==> src/rtl/stopwatch_ctrl_if.sv <==
`default_nettype none
// ============================================================================
//  Module   : stopwatch_ctrl_if
//  Purpose  : Button inputs and display/status outputs of the stopwatch
//             control core, bundled for connection between the core and its
//             surroundings.
//  Revision : 1.0 - initial release
// ============================================================================
interface stopwatch_ctrl_if;
    logic        btn_ss;
    logic        btn_lap;
    logic        btn_clr;
    logic [19:0] disp_bcd;
    logic [1:0]  state;
    logic        running;
    logic        tick_10hz;
    logic        overflow;

    // Button source / display consumer side
    modport master (
        output btn_ss, btn_lap, btn_clr,
        input  disp_bcd, state, running, tick_10hz, overflow
    );

    // Stopwatch core side
    modport slave (
        input  btn_ss, btn_lap, btn_clr,
        output disp_bcd, state, running, tick_10hz, overflow
    );
endinterface
`default_nettype wire

==> src/rtl/stopwatch_ctrl.sv <==
`default_nettype none
// ============================================================================
//  Module   : stopwatch_ctrl
//  Purpose  : Stopwatch control and timekeeping core. Edge-detects the
//             start/stop, lap and clear buttons, sequences IDLE/RUN/PAUSE/LAP,
//             gates a prescaler producing a 10 Hz count strobe and keeps the
//             BCD time MM:SS.t plus a lap register for the display.
//  Options  : SW_WRAP_EN - when defined, 59:59.9 wraps to 00:00.0 with a
//             one-cycle overflow pulse; otherwise the count saturates, the
//             FSM drops to PAUSE and overflow is sticky until clear.
//  Revision : 1.0 - initial release
// ============================================================================
module stopwatch_ctrl #(
    parameter int TICK_DIV = 10000000   // clk cycles per tenth; must be >= 2
) (
    input  wire             clk,
    input  wire             reset_n,
    stopwatch_ctrl_if.slave sw
);

    localparam int                    c_PRESC_W   = $clog2(TICK_DIV);
    localparam logic [c_PRESC_W-1:0]  c_PRESC_MAX = c_PRESC_W'(TICK_DIV - 1);
    localparam logic [19:0]           c_TIME_TERM = 20'h59599;

    typedef enum logic [1:0] {
        ST_IDLE  = 2'd0,
        ST_RUN   = 2'd1,
        ST_PAUSE = 2'd2,
        ST_LAP   = 2'd3
    } state_t;

    state_t                 r_state;
    logic                   r_running;
    logic                   r_ovf;
    logic [19:0]            r_time;
    logic [19:0]            r_lap;
    logic [19:0]            r_disp;
    logic [c_PRESC_W-1:0]   r_presc;
    logic                   r_ss_q;
    logic                   r_lap_q;
    logic                   r_clr_q;

    logic                   w_clr_ev;
    logic                   w_ss_go;
    logic                   w_lap_go;
    logic                   w_tick;
    logic                   w_wrap;
    logic                   w_sat;
    logic                   w_ss_lock;
    logic [19:0]            w_time_inc;
    logic [19:0]            w_time_nx;

    // Button history for rising-edge detection
    always_ff @(posedge clk or negedge reset_n) begin
        if (!reset_n) begin
            r_ss_q  <= 1'b0;
            r_lap_q <= 1'b0;
            r_clr_q <= 1'b0;
        end else begin
            r_ss_q  <= sw.btn_ss;
            r_lap_q <= sw.btn_lap;
            r_clr_q <= sw.btn_clr;
        end
    end

    // Prioritised events (clr > ss > lap), strobe and next BCD time value
    always_comb begin
        w_clr_ev   = sw.btn_clr & ~r_clr_q;
        w_ss_go    = sw.btn_ss  & ~r_ss_q  & ~w_clr_ev;
        w_lap_go   = sw.btn_lap & ~r_lap_q & ~w_clr_ev & ~(sw.btn_ss & ~r_ss_q);
        w_tick     = r_running && (r_presc == c_PRESC_MAX);
        w_wrap     = w_tick && (r_time == c_TIME_TERM);

        // Ripple BCD increment: each digit rolls over into the next
        w_time_inc = r_time;
        if (r_time[3:0] != 4'd9) begin
            w_time_inc[3:0] = r_time[3:0] + 4'd1;
        end else begin
            w_time_inc[3:0] = 4'd0;
            if (r_time[7:4] != 4'd9) begin
                w_time_inc[7:4] = r_time[7:4] + 4'd1;
            end else begin
                w_time_inc[7:4] = 4'd0;
                if (r_time[11:8] != 4'd5) begin
                    w_time_inc[11:8] = r_time[11:8] + 4'd1;
                end else begin
                    w_time_inc[11:8] = 4'd0;
                    if (r_time[15:12] != 4'd9) begin
                        w_time_inc[15:12] = r_time[15:12] + 4'd1;
                    end else begin
                        w_time_inc[15:12] = 4'd0;
                        if (r_time[19:16] != 4'd5) begin
                            w_time_inc[19:16] = r_time[19:16] + 4'd1;
                        end else begin
                            w_time_inc[19:16] = 4'd0;
                        end
                    end
                end
            end
        end

`ifdef SW_WRAP_EN
        w_sat     = 1'b0;
        w_ss_lock = 1'b0;
        w_time_nx = !w_tick ? r_time : (w_wrap ? 20'h00000 : w_time_inc);
`else
        w_sat     = w_wrap;
        w_ss_lock = r_ovf;
        w_time_nx = (!w_tick || w_wrap) ? r_time : w_time_inc;
`endif
    end

    // Control FSM with time, lap, prescaler and display registers
    always_ff @(posedge clk or negedge reset_n) begin
        if (!reset_n) begin
            r_state   <= ST_IDLE;
            r_running <= 1'b0;
            r_ovf     <= 1'b0;
            r_time    <= 20'h00000;
            r_lap     <= 20'h00000;
            r_disp    <= 20'h00000;
            r_presc   <= '0;
        end else if (w_clr_ev) begin
            r_state   <= ST_IDLE;
            r_running <= 1'b0;
            r_ovf     <= 1'b0;
            r_time    <= 20'h00000;
            r_lap     <= 20'h00000;
            r_disp    <= 20'h00000;
            r_presc   <= '0;
        end else begin
            r_time <= w_time_nx;
            r_disp <= w_time_nx;
            // Prescaler only advances while running, so PAUSE keeps the
            // partial tenth for the resume
            if (r_running) begin
                r_presc <= w_tick ? '0 : r_presc + 1'b1;
            end
`ifdef SW_WRAP_EN
            r_ovf <= w_wrap;
`endif
            case (r_state)
                ST_IDLE: begin
                    if (w_ss_go) begin
                        r_state   <= ST_RUN;
                        r_running <= 1'b1;
                    end
                end
                ST_RUN: begin
                    if (w_sat) begin
                        r_state   <= ST_PAUSE;
                        r_running <= 1'b0;
                        r_ovf     <= 1'b1;
                    end else if (w_ss_go) begin
                        r_state   <= ST_PAUSE;
                        r_running <= 1'b0;
                    end else if (w_lap_go) begin
                        // Capture the pre-increment value of this cycle
                        r_state <= ST_LAP;
                        r_lap   <= r_time;
                        r_disp  <= r_time;
                    end
                end
                ST_LAP: begin
                    if (w_sat) begin
                        r_state   <= ST_PAUSE;
                        r_running <= 1'b0;
                        r_ovf     <= 1'b1;
                    end else if (w_ss_go) begin
                        r_state   <= ST_PAUSE;
                        r_running <= 1'b0;
                    end else if (w_lap_go) begin
                        r_state <= ST_RUN;
                    end else begin
                        r_disp <= r_lap;
                    end
                end
                ST_PAUSE: begin
                    if (w_ss_go && !w_ss_lock) begin
                        r_state   <= ST_RUN;
                        r_running <= 1'b1;
                    end
                end
                default: begin
                    r_state   <= ST_IDLE;
                    r_running <= 1'b0;
                end
            endcase
        end
    end

    assign sw.disp_bcd  = r_disp;
    assign sw.state     = r_state;
    assign sw.running   = r_running;
    assign sw.tick_10hz = w_tick;
    assign sw.overflow  = r_ovf;

endmodule
`default_nettype wire

==> src/flat_wrapper.sv <==
// flat-port wrapper written by rule: the top's interface ports become plain ports
module stopwatch_ctrl_flat 
#(
    parameter int TICK_DIV = 10000000                                        
)
  (clk, reset_n, sw_btn_ss, sw_btn_lap, sw_btn_clr, sw_disp_bcd, sw_state, sw_running, sw_tick_10hz, sw_overflow);
  stopwatch_ctrl_if sw_i ();
  input  wire clk;
  input  wire reset_n;
  input wire logic [$bits(sw_i.btn_ss)-1:0] sw_btn_ss;
  input wire logic [$bits(sw_i.btn_lap)-1:0] sw_btn_lap;
  input wire logic [$bits(sw_i.btn_clr)-1:0] sw_btn_clr;
  output wire logic [$bits(sw_i.disp_bcd)-1:0] sw_disp_bcd;
  output wire logic [$bits(sw_i.state)-1:0] sw_state;
  output wire logic [$bits(sw_i.running)-1:0] sw_running;
  output wire logic [$bits(sw_i.tick_10hz)-1:0] sw_tick_10hz;
  output wire logic [$bits(sw_i.overflow)-1:0] sw_overflow;
  assign sw_i.btn_ss = sw_btn_ss;
  assign sw_i.btn_lap = sw_btn_lap;
  assign sw_i.btn_clr = sw_btn_clr;
  assign sw_disp_bcd = sw_i.disp_bcd;
  assign sw_state = sw_i.state;
  assign sw_running = sw_i.running;
  assign sw_tick_10hz = sw_i.tick_10hz;
  assign sw_overflow = sw_i.overflow;
  stopwatch_ctrl #(.TICK_DIV(TICK_DIV)) u_core (.clk(clk), .reset_n(reset_n), .sw(sw_i));
endmodule
==> config.mk <==
export PLATFORM = sky130hd
export DESIGN_NAME = stopwatch_ctrl_flat
export DESIGN_NICKNAME = d
export VERILOG_FILES = /design/src/rtl/stopwatch_ctrl_if.sv /design/src/rtl/stopwatch_ctrl.sv /design/src/flat_wrapper.sv
export SDC_FILE = /design/constraint.sdc
export NUM_CORES = 1
export LEC_CHECK = 0
export BUFFER_PORTS_ARGS = -buffer_cell sky130_fd_sc_hd__buf_2
export CAP_MARGIN = 20
export CORE_AREA = 2 2 91 93
export DETAILED_ROUTE_END_ITERATION = 16
export DIE_AREA = 0 0 93 95
export GPL_TIMING_DRIVEN = 1
export PLACE_DENSITY = 0.79
export SETUP_SLACK_MARGIN = 0.02
export SYNTH_ARGS = -nofsm -noshare
export SYNTH_HDL_FRONTEND = slang
export SYNTH_SLANG_ARGS = --single-unit
==> constraint.sdc <==
create_clock -name clk -period 3.1 [get_ports clk]
set_input_delay 0.62 -clock clk [delete_from_list [all_inputs] [get_ports clk]]
set_output_delay 0.62 -clock clk [all_outputs]
set_load 0.1 [all_outputs]
==> impl.org, run 1 <==
** Outcome
- Status :: completed

** Route
- Detailed Routing Iterations Pass 1 :: 5
- In the routed design, unresolved DRC markers number 0.
- The detail route stage leaves a number of antenna-violating nets equal to 0.
- Violation count after the first detailed-route iteration :: ~400
- After detailed routing, the average wire length per cell comes to ~17 um.
- Number of vias in the routed layout :: approximately 4000
- Vias per cell :: 6.18
- Final wirelength :: roughly 11 mm

** Finish
- After filler insertion, the fill cell instance count of the layout stands at 652.
- In the final layout, flip-flops and latches occupy 2280 sq um.
- At the end of the flow, the number of nets in the layout was 562.
- Antenna Cells :: 0
- Summing all multi-input logic gate instances after layout gives about 2300 sq um.
- Fraction of final layout cells sized beyond drive strength 1 :: 13.4%
- Compared with the post-synthesis result, the final layout area differs by 12.4%.

** Global routing
- Global-route wire length before repair :: about 19 mm
- Via count of the first global-routing pass :: 3836
- Initial antenna violation count :: 0
- In the global route stage, overall resource usage came out at 27.8%.
- After global routing the overflow that remains totals 0.
- Pin count of the biggest net entering global routing :: a little under 60

** Yosys
- Synthesis produced 518 cells.
- Yosys mapped a number of flops with a built-in enable equal to 0.
- After synthesis, the cell types taking the most area are dfrtp_1, a21oi_1, nand2_1.
- Most frequent cell after synthesis :: dfrtp_1
- Summing every instance area after synthesis gives 4720 sq um.
- Number of different library cells in the post-synthesis netlist :: between 50 and 60
- Proportion of synthesized flip-flops having asynchronous set or reset :: 100%
- Leading area contributor after synthesis :: dfrtp_1
- Post-synth top area share :: 48.2%
- The share of the Yosys chip area taken by registers is 48.2%.
- In the synthesized netlist the dominant register cell turns out to be dfrtp_1.
- The commonest cells after synthesis are dfrtp_1, nand2_1, nor2_1, a21oi_1, nand3_1.
- Count of synthesis-stage warnings from yosys :: 0
- Syn Nets :: approximately 530
- The synthesized design contains 91 register bits.
- Avg Inst Size Synth :: 9.11 sq um

** Clocking
- In this run the clock root is driven by a clkbuf_8.
- TritonCTS built the clock tree.
- The H-tree was split into 3 levels.
- Total clock sinks :: 91
- Clock-pin slew was measured on the worst setup and hold paths at 90 ps.
- CTS Buf Count :: 9
- Buffers inserted to repair hold after CTS numbered 0.
- For the worst-skew pair, the clock arrives at the later sink with an insertion delay of 370 ps.
- The clock passes through at most 2 buffers.

** STA
- Hold violation total from the final report :: 0
- Worst hold margin :: about 310 ps
- Setup violations remaining at the end of the flow were counted as 0.
- Slew at the pin with the worst max-slew slack :: 737 ps
- Headroom to the max-slew limit :: 50.9%
- Share of the clock period used by the worst path after layout :: 93.1%
- For the final database, setup skew stands at 14.0 ps.
- Setup repair after global routing left no endpoint under its margin.
- The final count of pins violating max slew came to 0.
- Highest achievable clock rate :: 347 MHz
- Adding up every negative setup slack in the final design gives 0 ps.
- Post-route minimum period :: 2880 ps

** Power
- Clock power frac :: 36.7%
- In this run the static leakage power is 2.42 nW.
- PnR Total Power :: ~0.0025 W
- Max VDD drop :: 0.231 mV
- Of the total power, registers draw 49.8%.
- Net Sw Frac :: 29.7%
- Cell internal pwr :: 0.00179 W
- In this run the power spent charging and discharging nets is 0.000754 W.
- Logic gate share of total power :: 13.6%
- Power spread over the standard cell area amounts to roughly 480 nW/um^2.

** Setup path
- Type of element capturing the critical path :: flip-flop
- At the worst endpoint, the required time is 3400 ps.
- Arrival time of data at the critical path endpoint :: 3190 ps
- The worst setup path is launched from a flip-flop.
- Kind of critical path :: flip-flop to flip-flop
- Max FO, Critical Path :: 8

** Job
- Max capacitance violation total :: 0

** Floorplan
- CORE AREA :: 7930 sq um
- In this run the core area contains 33 standard-cell rows.
- Io pins :: 30
- Die Ht :: 95 um
- The floorplan step set the die width to 93 um.
- Die Area :: 8840 sq um
- Initial Utilization :: 59.5%

** Hold path
- The min-delay analysis places its worst path in the category input pin to async pin.

** Placement
- DP HPWL :: about 7.7 mm
- GPL Wtd Cong :: 0.926
- Total of buffers placed on input and output ports :: 29
[power groups by stage]
stage / clock (W) / combinational [W] / sequential, W
after CTS: 0.000939 / 0.000345 / 0.00126
final: 0.000931 / 0.000344 / 0.00126
after global placement: 0 / 0.000342 / 0.00129
after detailed placement: 0 / 0.000344 / 0.00129
after global routing: 0.000997 / 0.000371 / 0.00127
after floorplan: 0 / 0.000120 / 0.00142
[stage by stage]
| stage | cell area (sq um) | setup WS (ps) | utilization, % | instances |
|---|---|---|---|---|
| after floorplan | 4740 | 130 | - | 518 |
| after global placement | 5070 | 362 | 63.9 | 639 |
| after CTS | 5300 | 78.9 | 66.9 | 655 |
| final | 5310 | 215 | 67.0 | 656 |
| after global routing | 5310 | 89.9 | 67.0 | 656 |
| after detailed placement | 5070 | 281 | 63.9 | 639 |
[routing by layer]
metal	up-vias	wire length, um	GRT usage, %
met4	0	216	12.3
met2	150	5130	39.6
met1	1963	5230	40.3
met3	26	793	6.78
li1	1912	-	-
met5	-	0	0
[state kept, by name (all words and copies together) (netlist names), 2 cells and up]
| signal | count |
|---|---|
| u_core.r_lap | 20 |
| u_core.r_presc | 24 |
| u_core.r_time | 20 |
| u_core.sw.disp_bcd | 20 |
| u_core.sw.state | 2 |
[worst paths after layout]
path,startpoint,endpoint,slack (ps),cells after the start
max in group asynchronous,reset_n,u_core.r_time[0]$_DFF_PN0_,2160,2
min in group clk,sw_btn_lap,u_core.r_lap_q$_DFF_PN0_,380,1
worst max register to register,u_core.r_presc[7]$_DFFE_PN0P_,u_core.sw.disp_bcd[12]$_DFF_PN0_,220,6
worst min-delay path,reset_n,u_core.r_presc[12]$_DFFE_PN0P_,310,1
worst max-delay path,u_core.r_presc[7]$_DFFE_PN0P_,u_core.sw.disp_bcd[12]$_DFF_PN0_,220,6
worst min register to register,u_core.r_lap[13]$_DFFE_PN0P_,u_core.r_lap[13]$_DFFE_PN0P_,530,2
[layout make-up]
cell class,count,area share (%)
Multi-Input combinational cell,387,43.5
Sequential cell,91,42.9
Timing Repair Buffer,46,5.94
Clock buffer,10,2.59
Tap cell,105,2.48
Clock inverter,6,1.82
Inverter,11,0.778
[worst max-delay path, stage by stage, from the launching register on]
cell and delay, ps:
dfrtp_1 460, or4_1 550, or4_4 510, or2_1 410, or4_4 550, a21oi_1 150
o221a_1 190
[placed cells by master (no fill, tap or decap), types with 13 or more instances in the layout]
master / n
o21ai_0: 15
nand3_1: 25
a21oi_1: 54
buf_2: 27
buf_4: 16
xor2_1: 13
nor2_1: 62
nand4_1: 13
nand2_1: 64
dfrtp_1: 90
[cell families (layout without fill, tap and decap cells)]
| logic type | Yosys count | after routing | share of synthesized area (%) |
|---|---|---|---|
| compound gates | 115 | 115 | 15.3 |
| xor+xnor | 20 | 20 | 3.71 |
| fa+ha+maj | 11 | 11 | 2.92 |
| buf+inv | 40 | 73 | 3.45 |
| flops | 91 | 91 | 48.2 |
| mux | 6 | 6 | 1.27 |
| simple gates | 235 | 235 | 25.1 |
[repair_timing]
item / CTS / global route
endpoints found under the setup margin: 0 / 1
resized for setup: 0 / 0
setup buffers: 0 / 1
Note: power is estimated with default switching activity, not from simulation.
==> inputs of run 2 (changes only) <==
--- a/config.mk
+++ b/config.mk
@@ -7,9 +7,9 @@
 export LEC_CHECK = 0
 export BUFFER_PORTS_ARGS = -buffer_cell sky130_fd_sc_hd__buf_2
 export CAP_MARGIN = 20
-export CORE_AREA = 2 2 91 93
+export CORE_AREA = 10 10 99 101
 export DETAILED_ROUTE_END_ITERATION = 16
-export DIE_AREA = 0 0 93 95
+export DIE_AREA = 0 0 109 111
 export GPL_TIMING_DRIVEN = 1
 export PLACE_DENSITY = 0.79
 export SETUP_SLACK_MARGIN = 0.02
==> run 2 against run 1 <==
- clock skew decreased by 5.5 ps
- sequential share of layout area increased by 0.41 points
- flip-flop and latch count unchanged
- worst setup slack got worse by 190 ps
- register-to-register slack improved by 70 ps
- combinational power increased by 1%
- core utilization decreased by 0.98 points
- total power decreased by 6.2%
- largest cell class unchanged
==> impl.org, run 2 (same netlist as run 1, synthesis figures left out) <==
** Setup path
- STA classifies the critical path startpoint as a flip-flop.
- Reg-to-reg endpoint :: u_core.sw.disp_bcd[1]$_DFF_PN0_
- Along the worst path, the maximum fanout reaches 4.
- Arrival time of data at the critical path endpoint :: around 2500 ps
- Worst EP required :: ~2500 ps
- Type of element capturing the critical path :: output port
- Origin of the critical flop-to-flop path :: u_core.r_presc[7]$_DFFE_PN0P_
- Kind of critical path :: flip-flop to output port
- Counting cells, the worst reg-to-reg path comes to 7.
- Setup slack of the worst register-to-register path :: ~290 ps

** Route
- The first routing iteration left around 440 violations.
- Wire length per cell after detailed routing :: 17.7 um
- After detailed routing, the number of remaining DRC violations is 0.
- Count of nets left with antenna violations after detail routing :: 0
- Using the TritonRoute via totals, the vias-per-cell ratio works out to 6.31.
- Detailed Routing Iterations Pass 1 :: 5
- The routed layout has a little over 4000 vias.
- Final wirelength :: about 12 mm

** Global routing
- The first global-routing pass estimated 19.9 mm of wire.
- Congestion Overflow GR :: 0
- Entering global routing, the biggest net connects 58 pins.
- The number of antenna violations at the first check in global routing came to 0.
- Via count of the first global-routing pass :: 3890
- Global-route usage over all layers :: between 20% and 30%

** STA
- Based on the critical path, the design can be clocked at up to 325 MHz.
- Final max-slew violation count :: 0
- Slew at the pin with the worst max-slew slack :: 733 ps
- For the final routed database, the setup TNS stands at 0 ps.
- The worst path uses slightly below 100% of the clock period.
- The worst pin sits at a relative slew slack of between 50% and 60%.
- Counting I/O delays and the setup requirement, the final critical path takes just over 3000 ps.
- Setup repair after global routing left no endpoint under its margin.
- Number of setup violations in the final report :: 0
- The clock arrives with 8.54 ps of skew.
- The final-report hold violation count is 0.

** Hold path
- Worst hold-check path type :: input pin to async pin

** Clocking
- Clock latency on the worst-skew pair, taken at its later pin, is roughly 370 ps.
- Total clock sinks :: a little over 90
- Number of buffers added for setup after CTS :: 0
- Clock tree synthesis selected as its root buffer the cell clkbuf_8.
- Clock tree from TritonCTS :: yes
- Worst-case clock buffer depth :: 2
- CTS H-Tree Depth :: 3
- Clock-pin slew was measured on the worst setup and hold paths at around 90 ps.
- Gates resized during post-CTS repair numbered 0.
- CTS Buf Count :: 9
- For this design, the CTS-stage hold fixing added 0 buffers.

** Floorplan
- Die Area :: ~12000 sq um
- Io pins :: 30
- The die is 109 um wide.
- Initial Utilization :: just under 60%
- Die Ht :: 111 um
- CORE AREA :: 7970 sq um
- Std cell rows :: 33

** Finish
- Counting flops per register, the top entry is u_core.r_presc.
- Commonest cells after routing, fill and taps aside :: dfrtp_1, nand2_1, nor2_1
- The register with the most flip-flops in the layout has 24 of them.
- Area growth from synthesis to final layout :: 11.4%
- Leaving out filler cells and counting taps, the final layout contains roughly 660.
- The library cell used most frequently in the layout, excluding fill and tap cells, is dfrtp_1.
- At the end of the flow, the number of nets in the layout was roughly 560.
- Antenna Cells :: 0
- Of the cells placed in the final design, the portion with a size suffix greater than 1 is a little over an eighth.

** Placement
- Total of buffers placed on input and output ports :: 29
- Routability-driven placement finished with a final weighted congestion of 0.960.
- Placed instance count :: 641
- After legalization and detailed placement, the total HPWL measured roughly 8.0 mm.

** Outcome
- Status :: completed

** Power
- PD cells :: 453 nW/um^2
- Leakage power figure :: 2.39 nW
- Max VDD drop :: around 0.31 mV

** Job
- Max capacitance violation total :: 0
==> run 2: changes by cell type in the layout (fill, tap and decap cells not counted), sizes merged <==
| cell | before | now |
|---|---|---|
| clkinv | 1 | 3 |
| clkinvlp | 1 | 2 |
| clkbuf | 10 | 11 |
| buf | 46 | 47 |
| inv | 13 | 11 |
| bufinv | 2 | 0 |
==> run 2: report_power, final <==
| group | leakage [nW] | switching (W) | internal, W |
|---|---|---|---|
| registers | 1.25 | 0.0000400 | 0.00122 |
| logic | 1.05 | 0.000272 | 0.0000764 |
| clock network | 0.0915 | 0.000435 | 0.000337 |
==> run 2: final cells by class <==
cell class                 count  area [sq um]
clock inverter                 5          37.5
timing repair buffer          47           310
tap                          105           131
sequential                    91          2280
inverter                      11          41.3
clock buffer                  11           151
fill                         639          2710
multi-input combinational    387          2310
==> run 2: through the flow <==
| step | hold slack, ps | total power (W) | instance area, sq um | utilization, % | setup slack (ps) |
|---|---|---|---|---|---|
| after detailed placement | 512 | 0.00163 | 5070 | 63.6 | 343 |
| after global routing | 342 | 0.00248 | 5260 | 66.0 | 46.0 |
| after floorplan | 324 | 0.00154 | 4740 | - | 130 |
| after CTS | 317 | 0.00239 | 5260 | 66.0 | 74.7 |
| final | 295 | 0.00238 | 5260 | 66.0 | 21.1 |
| after global placement | 507 | 0.00163 | 5070 | 63.6 | 402 |
==> run 2: worst max path at each step <==
stage / slack [ps] / depth (start not counted) / endpoint / startpoint
after floorplan: 130 / 6 / u_core.sw.disp_bcd[14]$_DFF_PN0_ / u_core.sw.running$_DFFE_PN0P_
after global placement: 400 / 6 / u_core.sw.disp_bcd[12]$_DFF_PN0_ / u_core.r_presc[7]$_DFFE_PN0P_
after detailed placement: 340 / 7 / u_core.sw.disp_bcd[1]$_DFF_PN0_ / u_core.r_presc[7]$_DFFE_PN0P_
after CTS: 70 / 4 / sw_tick_10hz / u_core.r_presc[21]$_DFFE_PN0P_
after global routing: 50 / 5 / sw_tick_10hz / u_core.r_presc[0]$_DFFE_PN0P_
final: 20 / 4 / sw_tick_10hz / u_core.r_presc[21]$_DFFE_PN0P_
==> run 2: critical path, stage by stage, from the launching register on <==
cell	delay, ps
dfrtp_1	450
nor4bb_1	480
nand4_1	390
nor4_4	520
buf_12	250
==> run 2: metal layers <==
metal / GRT usage (%) / wire, um
met1: 28.9 / 5210
met4: 6.95 / 244
met2: 28.9 / 5260
met3: 4.01 / 919
met5: 0 / 0
